--- config.mk ---
export PLATFORM = sky130hd
export DESIGN_NAME = image_double
export DESIGN_NICKNAME = d
export VERILOG_FILES = /design/src/rtl/image_double_pkg.sv /design/src/rtl/image_double_pipe_delay.sv /design/src/rtl/image_double.sv
export SDC_FILE = /design/constraint.sdc
export NUM_CORES = 1
export LEC_CHECK = 0
export CORE_MARGIN = 4
export CORE_UTILIZATION = 53
export DETAILED_ROUTE_END_ITERATION = 16
export MAX_ROUTING_LAYER = met4
export PLACE_DENSITY = 0.79
export SYNTH_ARGS = -nofsm -noshare
export SYNTH_HDL_FRONTEND = slang
export SYNTH_SLANG_ARGS = --single-unit
--- constraint.sdc ---
create_clock -name clk_in -period 2.4 [get_ports clk_in]
set_input_delay 0.48 -clock clk_in [delete_from_list [all_inputs] [get_ports clk_in]]
set_output_delay 0.48 -clock clk_in [all_outputs]
set_load 0.01 [all_outputs]
--- src/rtl/image_double_pkg.sv ---
// Shared pyramid stream types: coordinate width, pixel beat, scan FSM states.
package image_double_pkg;

    localparam int COORD_W = 8;
    localparam int PIX_W   = 8;

    typedef logic [COORD_W-1:0] coord_t;

    typedef struct packed {
        logic [PIX_W-1:0] data;
        coord_t           x;
        coord_t           y;
        logic             valid;
    } pix_beat_t;

    typedef enum logic [1:0] {
        IDLE,
        READ,
        DRAIN
    } state_e;

endpackage

--- src/rtl/image_double_pipe_delay.sv ---
// Fixed-depth shift register carrying sideband bits alongside a BRAM read.
module pipe_delay
    import image_double_pkg::*;
#(
    parameter int WIDTH = 1,
    parameter int DEPTH = 1
) (
    input  logic             clk_i,
    input  logic             rst_i,
    input  logic [WIDTH-1:0] d_i,
    output logic [WIDTH-1:0] q_o
);

    logic [WIDTH-1:0] stage_q [DEPTH];

    always_ff @(posedge clk_i) begin
        if (rst_i) begin
            for (int i = 0; i < DEPTH; i++) begin
                stage_q[i] <= '0;
            end
        end else begin
            stage_q[0] <= d_i;
            for (int i = 1; i < DEPTH; i++) begin
                stage_q[i] <= stage_q[i-1];
            end
        end
    end

    assign q_o = stage_q[DEPTH-1];

endmodule

--- src/rtl/image_double.sv ---
// Nearest-neighbour 2x upsampler streaming a half-res BRAM image as raster beats.
// Optional sticky error_out on start-while-busy: define IMAGE_DOUBLE_ERROR_EN.
module image_double
    import image_double_pkg::*;
#(
    parameter int BIT_DEPTH    = 8,
    parameter int OLD_WIDTH    = 32,
    parameter int OLD_HEIGHT   = 32,
    parameter int ADDR_WIDTH   = 10,
    parameter int BRAM_LATENCY = 2
) (
    input  logic                  clk_in,
    input  logic                  rst_in,
    input  logic                  start_in,
    output logic [ADDR_WIDTH-1:0] bram_addr_out,
    input  logic [BIT_DEPTH-1:0]  bram_data_in,
    output logic [BIT_DEPTH-1:0]  data_out,
    output logic [COORD_W-1:0]    data_x_out,
    output logic [COORD_W-1:0]    data_y_out,
    output logic                  data_valid_out,
    output logic                  busy_out,
    output logic                  done_out
`ifdef IMAGE_DOUBLE_ERROR_EN
    ,
    output logic                  error_out
`endif
);

    localparam int     PW     = 2 * COORD_W + 1;
    localparam coord_t X_LAST = coord_t'(2 * OLD_WIDTH - 1);
    localparam coord_t Y_LAST = coord_t'(2 * OLD_HEIGHT - 1);
    localparam logic [ADDR_WIDTH-1:0] W_A = ADDR_WIDTH'(OLD_WIDTH);

    state_e state_q, state_d;
    coord_t x_q, x_d, y_q, y_d;
    logic   busy_q, busy_d, done_q, done_d;

    logic [BIT_DEPTH-1:0] data_q;
    coord_t               xh_q, yh_q;

    logic          issue;
    logic [PW-1:0] pipe_in, pipe_out;
    coord_t        tail_x, tail_y;
    logic          tail_v, last_beat;
    logic [ADDR_WIDTH-1:0] addr;

    assign issue   = (state_q == READ);
    assign pipe_in = {x_q, y_q, issue};

    pipe_delay #(
        .WIDTH(PW),
        .DEPTH(BRAM_LATENCY)
    ) u_pipe (
        .clk_i(clk_in),
        .rst_i(rst_in),
        .d_i  (pipe_in),
        .q_o  (pipe_out)
    );

    assign {tail_x, tail_y, tail_v} = pipe_out;
    assign last_beat = tail_v && tail_x == X_LAST && tail_y == Y_LAST;

    assign addr = ADDR_WIDTH'(y_q >> 1) * W_A + ADDR_WIDTH'(x_q >> 1);
    assign bram_addr_out = issue ? addr : '0;

    always_comb begin
        state_d = state_q;
        x_d     = x_q;
        y_d     = y_q;
        busy_d  = busy_q;
        done_d  = 1'b0;
        unique case (state_q)
            IDLE: begin
                // done_q marks the done cycle, where a start is still refused
                if (start_in && !done_q) begin
                    state_d = READ;
                    busy_d  = 1'b1;
                    x_d     = '0;
                    y_d     = '0;
                end
            end
            READ: begin
                if (x_q == X_LAST) begin
                    x_d = '0;
                    y_d = y_q + 1'b1;
                    if (y_q == Y_LAST) begin
                        y_d     = '0;
                        state_d = DRAIN;
                    end
                end else begin
                    x_d = x_q + 1'b1;
                end
            end
            DRAIN: begin
                if (last_beat) begin
                    state_d = IDLE;
                    busy_d  = 1'b0;
                    done_d  = 1'b1;
                end
            end
            default: state_d = IDLE;
        endcase
    end

    always_ff @(posedge clk_in) begin
        if (rst_in) begin
            state_q <= IDLE;
            x_q     <= '0;
            y_q     <= '0;
            busy_q  <= 1'b0;
            done_q  <= 1'b0;
            data_q  <= '0;
            xh_q    <= '0;
            yh_q    <= '0;
        end else begin
            state_q <= state_d;
            x_q     <= x_d;
            y_q     <= y_d;
            busy_q  <= busy_d;
            done_q  <= done_d;
            if (tail_v) begin
                data_q <= bram_data_in;
                xh_q   <= tail_x;
                yh_q   <= tail_y;
            end
        end
    end

    assign data_valid_out = tail_v;
    assign data_out       = tail_v ? bram_data_in : data_q;
    assign data_x_out     = tail_v ? tail_x : xh_q;
    assign data_y_out     = tail_v ? tail_y : yh_q;
    assign busy_out       = busy_q;
    assign done_out       = done_q;

`ifdef IMAGE_DOUBLE_ERROR_EN
    logic err_q;

    always_ff @(posedge clk_in) begin
        if (rst_in) begin
            err_q <= 1'b0;
        end else if (start_in && busy_q) begin
            err_q <= 1'b1;
        end
    end

    assign error_out = err_q;
`endif

endmodule

# After elaboration in Yosys (flattened, before gate mapping)
# Memories as Yosys holds them, arrays and structs flattened.
# Cells that the tools add are included.
[op_classes]
n_addsub = 3
n_eq_ne = 10
mux = 24
bitwise = 3
reduce_logical = 12
[ops]
columns = ["operator", "count"]
rows = [
  ["$mux 8", 7],
  ["$mux 17", 2],
  ["$eq 8x6->1 const B", 4],
  ["$pmux 8 s2", 2],
  ["$add 8x1->8 const B", 2],
  ["$add 10x7->10", 1],
  ["$mux 10", 1],
  ["$mux 2", 4],
  ["$mux 1", 6],
  ["$pmux 2 s3", 1],
  ["$reduce_and 3->1", 2],
  ["$ne 2x1->1 const B", 2],
  ["$ne 2x2->1 const B", 2],
  ["$reduce_and 4->1", 1],
  ["$reduce_bool 2->1", 2],
  ["$logic_and 1x1->1", 3],
  ["$eq 2x1->1 const B", 1],
  ["$eq 2x2->1 const B", 1],
  ["$logic_not 2->1", 1],
  ["$or 1x1->1", 2],
  ["$pmux 1 s2", 1],
  ["$reduce_and 2->1", 1],
  ["$reduce_or 2->1", 1],
  ["$logic_not 1->1", 1],
  ["$not 1->1", 1],
]
[totals]
register_bits = 44
ram_bits = 34
inputBits = 11
output_inout_bits = 37
word_cells = 61
memories = 1
[mem_list]
columns = ["memory", "words", "width", "read_ports", "rd_ports_with_merged_regs", "wr", "line_no", "rtl"]
rows = [
  ["u_pipe.stage_q", 2, 17, 2, 0, 2, "image_double_pipe_delay.sv:14", "logic [WIDTH-1:0] stage_q [DEPTH];"],
]

# Depth between registers and ports, before layout
[logic_depth]
word_depth = 5
ltp_mapped = 7
mapped_depth_nobuf = 5

# Cells and area by module
# A second synthesis with hierarchy kept.
[hier_totals]
hier_cells = 319
hier_area_um2 = 3209.3
[by_module_without_submodules]
columns = ["module", "instances", "cells_each", "area_per_inst_um2", "seq_area_each_um2"]
rows = [
  ["image_double", 1, 231, 2144.6, 880.8],
  ["pipe_delay", 1, 88, 1064.8, 680.7],
]

# Worst setup path after synthesis
# OpenSTA, ideal clock, no wires.
[synth_timing]
path_kind = "register to output"
startpoint = "reg x_q[6]"
endpoint = "out bram_addr_out[9]"
t_arrival_ns = 1.542
required_ns = 1.920
slack_ns = 0.378
stages_incl_launch_ff = 6
n_path_buf = 0
path_cell_list = "dfxtp_1 ha_1 inv_1 fa_1 or3_1 a21oi_1"
[synth_between]
elab_chain_cells = 2
[synth_lines]
columns = ["element", "line_no", "rtl"]
rows = [
  ["start, declared", "image_double.sv:35", "coord_t x_q, x_d, y_q, y_d;"],
  ["start signal, assigned", "image_double.sv:108", "x_q <= '0;"],
  ["start signal, assigned", "image_double.sv:117", "x_q <= x_d;"],
  ["$add 10x7->10", "image_double.sv:63", "assign addr = ADDR_WIDTH'(y_q >> 1) * W_A + ADDR_WIDTH'(x_q >> 1);"],
  ["$mux 10", "image_double.sv:64", "assign bram_addr_out = issue ? addr : '0;"],
  ["end, declared", "image_double.sv:15", "output logic [ADDR_WIDTH-1:0] bram_addr_out,"],
]
# Every way passes these cells.

# Worst setup path after layout
[layout_timing]
startpoint = "reg y_q[1]"
endpoint = "out bram_addr_out[9]"
[layout_between]
elab_chain_cells = 2
[layout_lines]
columns = ["element", "line_no", "rtl"]
rows = [
  ["start, declared", "image_double.sv:35", ""],
  ["start signal, assigned", "image_double.sv:118", "y_q <= y_d;"],
  ["$add 10x7->10", "image_double.sv:63", ""],
  ["$mux 10", "image_double.sv:64", ""],
]
# Every way passes these cells.

==> metrics.yaml <==
placed_design:
  numPortBuffers: 47
  gp_congestion: 0.875
  dp_hpwl_um: 4160
clock_network:
  ctsHtreeMaxLevel: 3
  cts_root_buffer: "clkbuf_8"
  cts_buffer_depth: 2
  cts.hold.buffers_added: 0
  clk-insertion-delay-late_ns: 0.35
  cts_buffers: 9
  path_clk_slew_ns: 0.08
  cts_sinks: 78
  cts_tree: "done"
critical_path:
  r2r-start: "x_q[0]$_SDFFE_PP0P_"
  critPathMaxFanout: 2
  cp_data_required_time_ns: 1.92
  critical_path_class: "reg2out"
  start_kind: "flop"
  cp_data_arrival_time_ns: 1.83
  end_kind: "primary output"
  r2r-end: "y_q[5]$_SDFFE_PP0P_"
  reg2reg_depth: 5
  r2r_setup_slack_ns: 0.40
routing:
  first_pass_iters: 4
  route.detailed.drc: 0
  wl_per_cell_um: 14.2
  avgViaCountPerCell: 5.30
  antenna_left: 0
  wl_um: 6050
  drt_iter0_markers: 98
  vias: 2257
floorplan:
  die_w_um: 84.0
  coreArea_um2: 5540
  io_pins: 48
  row_count: 27
  initial_core_util_pct: 55.2
  design.die.area_um2: 7050
  die_h_um: 84.0
timing:
  fmax_mhz: 434
  post-route-period-util_pct: 96.1
  hold_viol_final: 0
  whs_ns: 0.440
  worst_pin_slew_ns: 0.569
  relSlewSlack_pct: 61.9
  finClkSkew_ns: 0.00930
  rsz0062_at_grt: "no"
  setup_viol: 0
  period_minus_slack_ns: 2.31
  slew_violations: 0
synth:
  synthArstFlopShare_pct: 0
  synth_flop_cell: "dfxtp_1"
  synthCells: 294
  syn_area_um2: 3060
  synth_edf_count: 0
  synth.net_count: 310
  ys_seq_elements: 78
  yosysSeqAreaShare_pct: 51.1
  synth.distinct_cells: 51
  yosys_warnings: 0
  syn_area_per_cell_um2: 10.4
global_route:
  grt_pass1_wl_um: 10100
  grt_usage_pct: 18.3
  antenna_found_initial: 0
  grt_max_degree: 43
  overflow: 0
  grt_pass1_vias: 2151
power:
  ir_worst_vdd_mv: 0.319
  leakage_nw: 1.51
  power.density_nw_per_um2: 636
worst_hold_path:
  hp-class: "reg2reg"
  min_from: "u_pipe.stage_q[0][5]$_SDFF_PP0_"
  holdPathEnd: "u_pipe.stage_q[0][22]$_SDFF_PP0_"
  whs_path_depth: 1
layout:
  fin_nets: 365
  final_common_cell: "dfxtp_1"
  fillCellCount: 424
  area_delta_synth_final_pct: 25.9
  final_cell_mix: "dfxtp_1 (75), clkdlybuf4s50_1 (42), nor2b_1 (33)"
  drive_gt1_share_pct: 18.6
  n_antenna_cell: 0
  final_core_util_pct: 69.5
run:
  max_cap_viol_count: 0
status:
  outcome: "complete, no violations"
## worst max-delay path by stage
stage | start | endpoint | slack, ns
final | y_q[1]$_SDFFE_PP0P_ | bram_addr_out[9] | 0.09
after global routing | y_q[2]$_SDFFE_PP0P_ | bram_addr_out[8] | 0.007
after CTS | x_q[6]$_SDFFE_PP0P_ | bram_addr_out[9] | -0.02
after detailed placement | y_q[1]$_SDFFE_PP0P_ | bram_addr_out[9] | -0.08
after global placement | y_q[1]$_SDFFE_PP0P_ | bram_addr_out[9] | -0.004
after floorplan | x_q[6]$_SDFFE_PP0P_ | bram_addr_out[9] | 0.38
## layer usage
layer / vias up / share of wire (%) / track usage, % / wire length, µm
met5: - / 0 / - / 0
li1: 1121 / - / - / -
met3: 9 / 7.2 / 6.52 / 436
met4: 0 / 1.6 / 6.58 / 95
met2: 87 / 46 / 27.5 / 2790
met1: 1040 / 45 / 22.7 / 2730
## logic make-up (layout without fill, tap and decap cells)
| logic type | Yosys count | count (layout) | share of synthesized area (%) |
|---|---|---|---|
| multiplexers | 24 | 24 | 8.80 |
| AND/OR/NAND/NOR | 118 | 118 | 23.6 |
| adder cells (fa/ha/maj) | 5 | 5 | 2.29 |
| XOR/XNOR | 3 | 3 | 0.859 |
| flip-flops | 78 | 78 | 51.1 |
| buffers and inverters | 24 | 84 | 3.64 |
| AO/OA/AOI/OAI | 42 | 42 | 9.70 |
## state kept, by name, summed over array words and instances, names as in the netlist
signal          count
state_q             2
data_q              8
x_q                 8
y_q                 8
yh_q                8
xh_q                8
u_pipe.stage_q     34
done_out            1
busy_out            1
## per-stage QoR
stage / cell area (µm²) / cells / power, mW / TNS [ns] / setup WS (ns)
floorplan: 3060 / 294 / 1.43 / 0 / 0.378
global placement: 3650 / 410 / 1.48 / -0.00351 / -0.00351
detailed placement: 3650 / 410 / 1.48 / -0.0762 / -0.0762
CTS: 3850 / 426 / 2.47 / -0.0203 / -0.0203
global route: 3850 / 426 / 2.53 / 0 / 0.00702
finish: 3850 / 426 / 2.45 / 0 / 0.0946
## repair_timing
action / 4_1_cts / 5_1_grt
pin swaps: 0 / 2
buffers inserted: 0 / 0
endpoints found under the hold margin: 0 / 0
resized for setup: 11 / 6
endpoints found under the setup margin: 5 / 4
## critical path, stage by stage, from the launching register on
cell     delay [ns]
dfxtp_2        0.34
ha_2           0.17
inv_1          0.05
fa_2           0.33
or3_1          0.32
a21oi_1        0.13
buf_2          0.15
## final cells by class
type | count | area (µm²) | share of cell area, %
clock inverters | 7 | 80.1 | 2.08
repair buffers | 60 | 572 | 14.8
flip-flops and latches | 78 | 1570 | 40.6
inverters | 8 | 30.0 | 0.780
well taps | 72 | 90.1 | 2.34
clock buffers | 9 | 124 | 3.22
multi-input cells | 192 | 1390 | 36.1
## where the power goes
part | switching [mW] | internal, mW
Sequential | 0.0108 | 1.31
Combinational | 0.0674 | 0.0671
Clock | 0.503 | 0.491
Total | 0.582 | 1.87
## cells in the mapped netlist, drive strengths merged (2+ instances only)
master  instances  area [µm²]
o31ai           2        15.0
nor3            3        15.0
inv             8        30.0
clkbuf          9        35.0
a22o            4        35.0
dfxtp          78        1560
a21oi          13        68.8
o21bai          2        15.0
or3b            2        17.5
nor2           12        45.0
nand4           4        25.0
ha              4        50.1
or4             3        22.5
and3            4        25.0
xor2            2        17.5
and2           31         194
or3             6        37.5
buf             7        46.3
nor2b          33         206
nand3           7        35.0
a31oi           2        27.5
nand2           5        18.8
o21ai           9        48.8
mux2           23         259
Power figures use the tool's default switching activity.
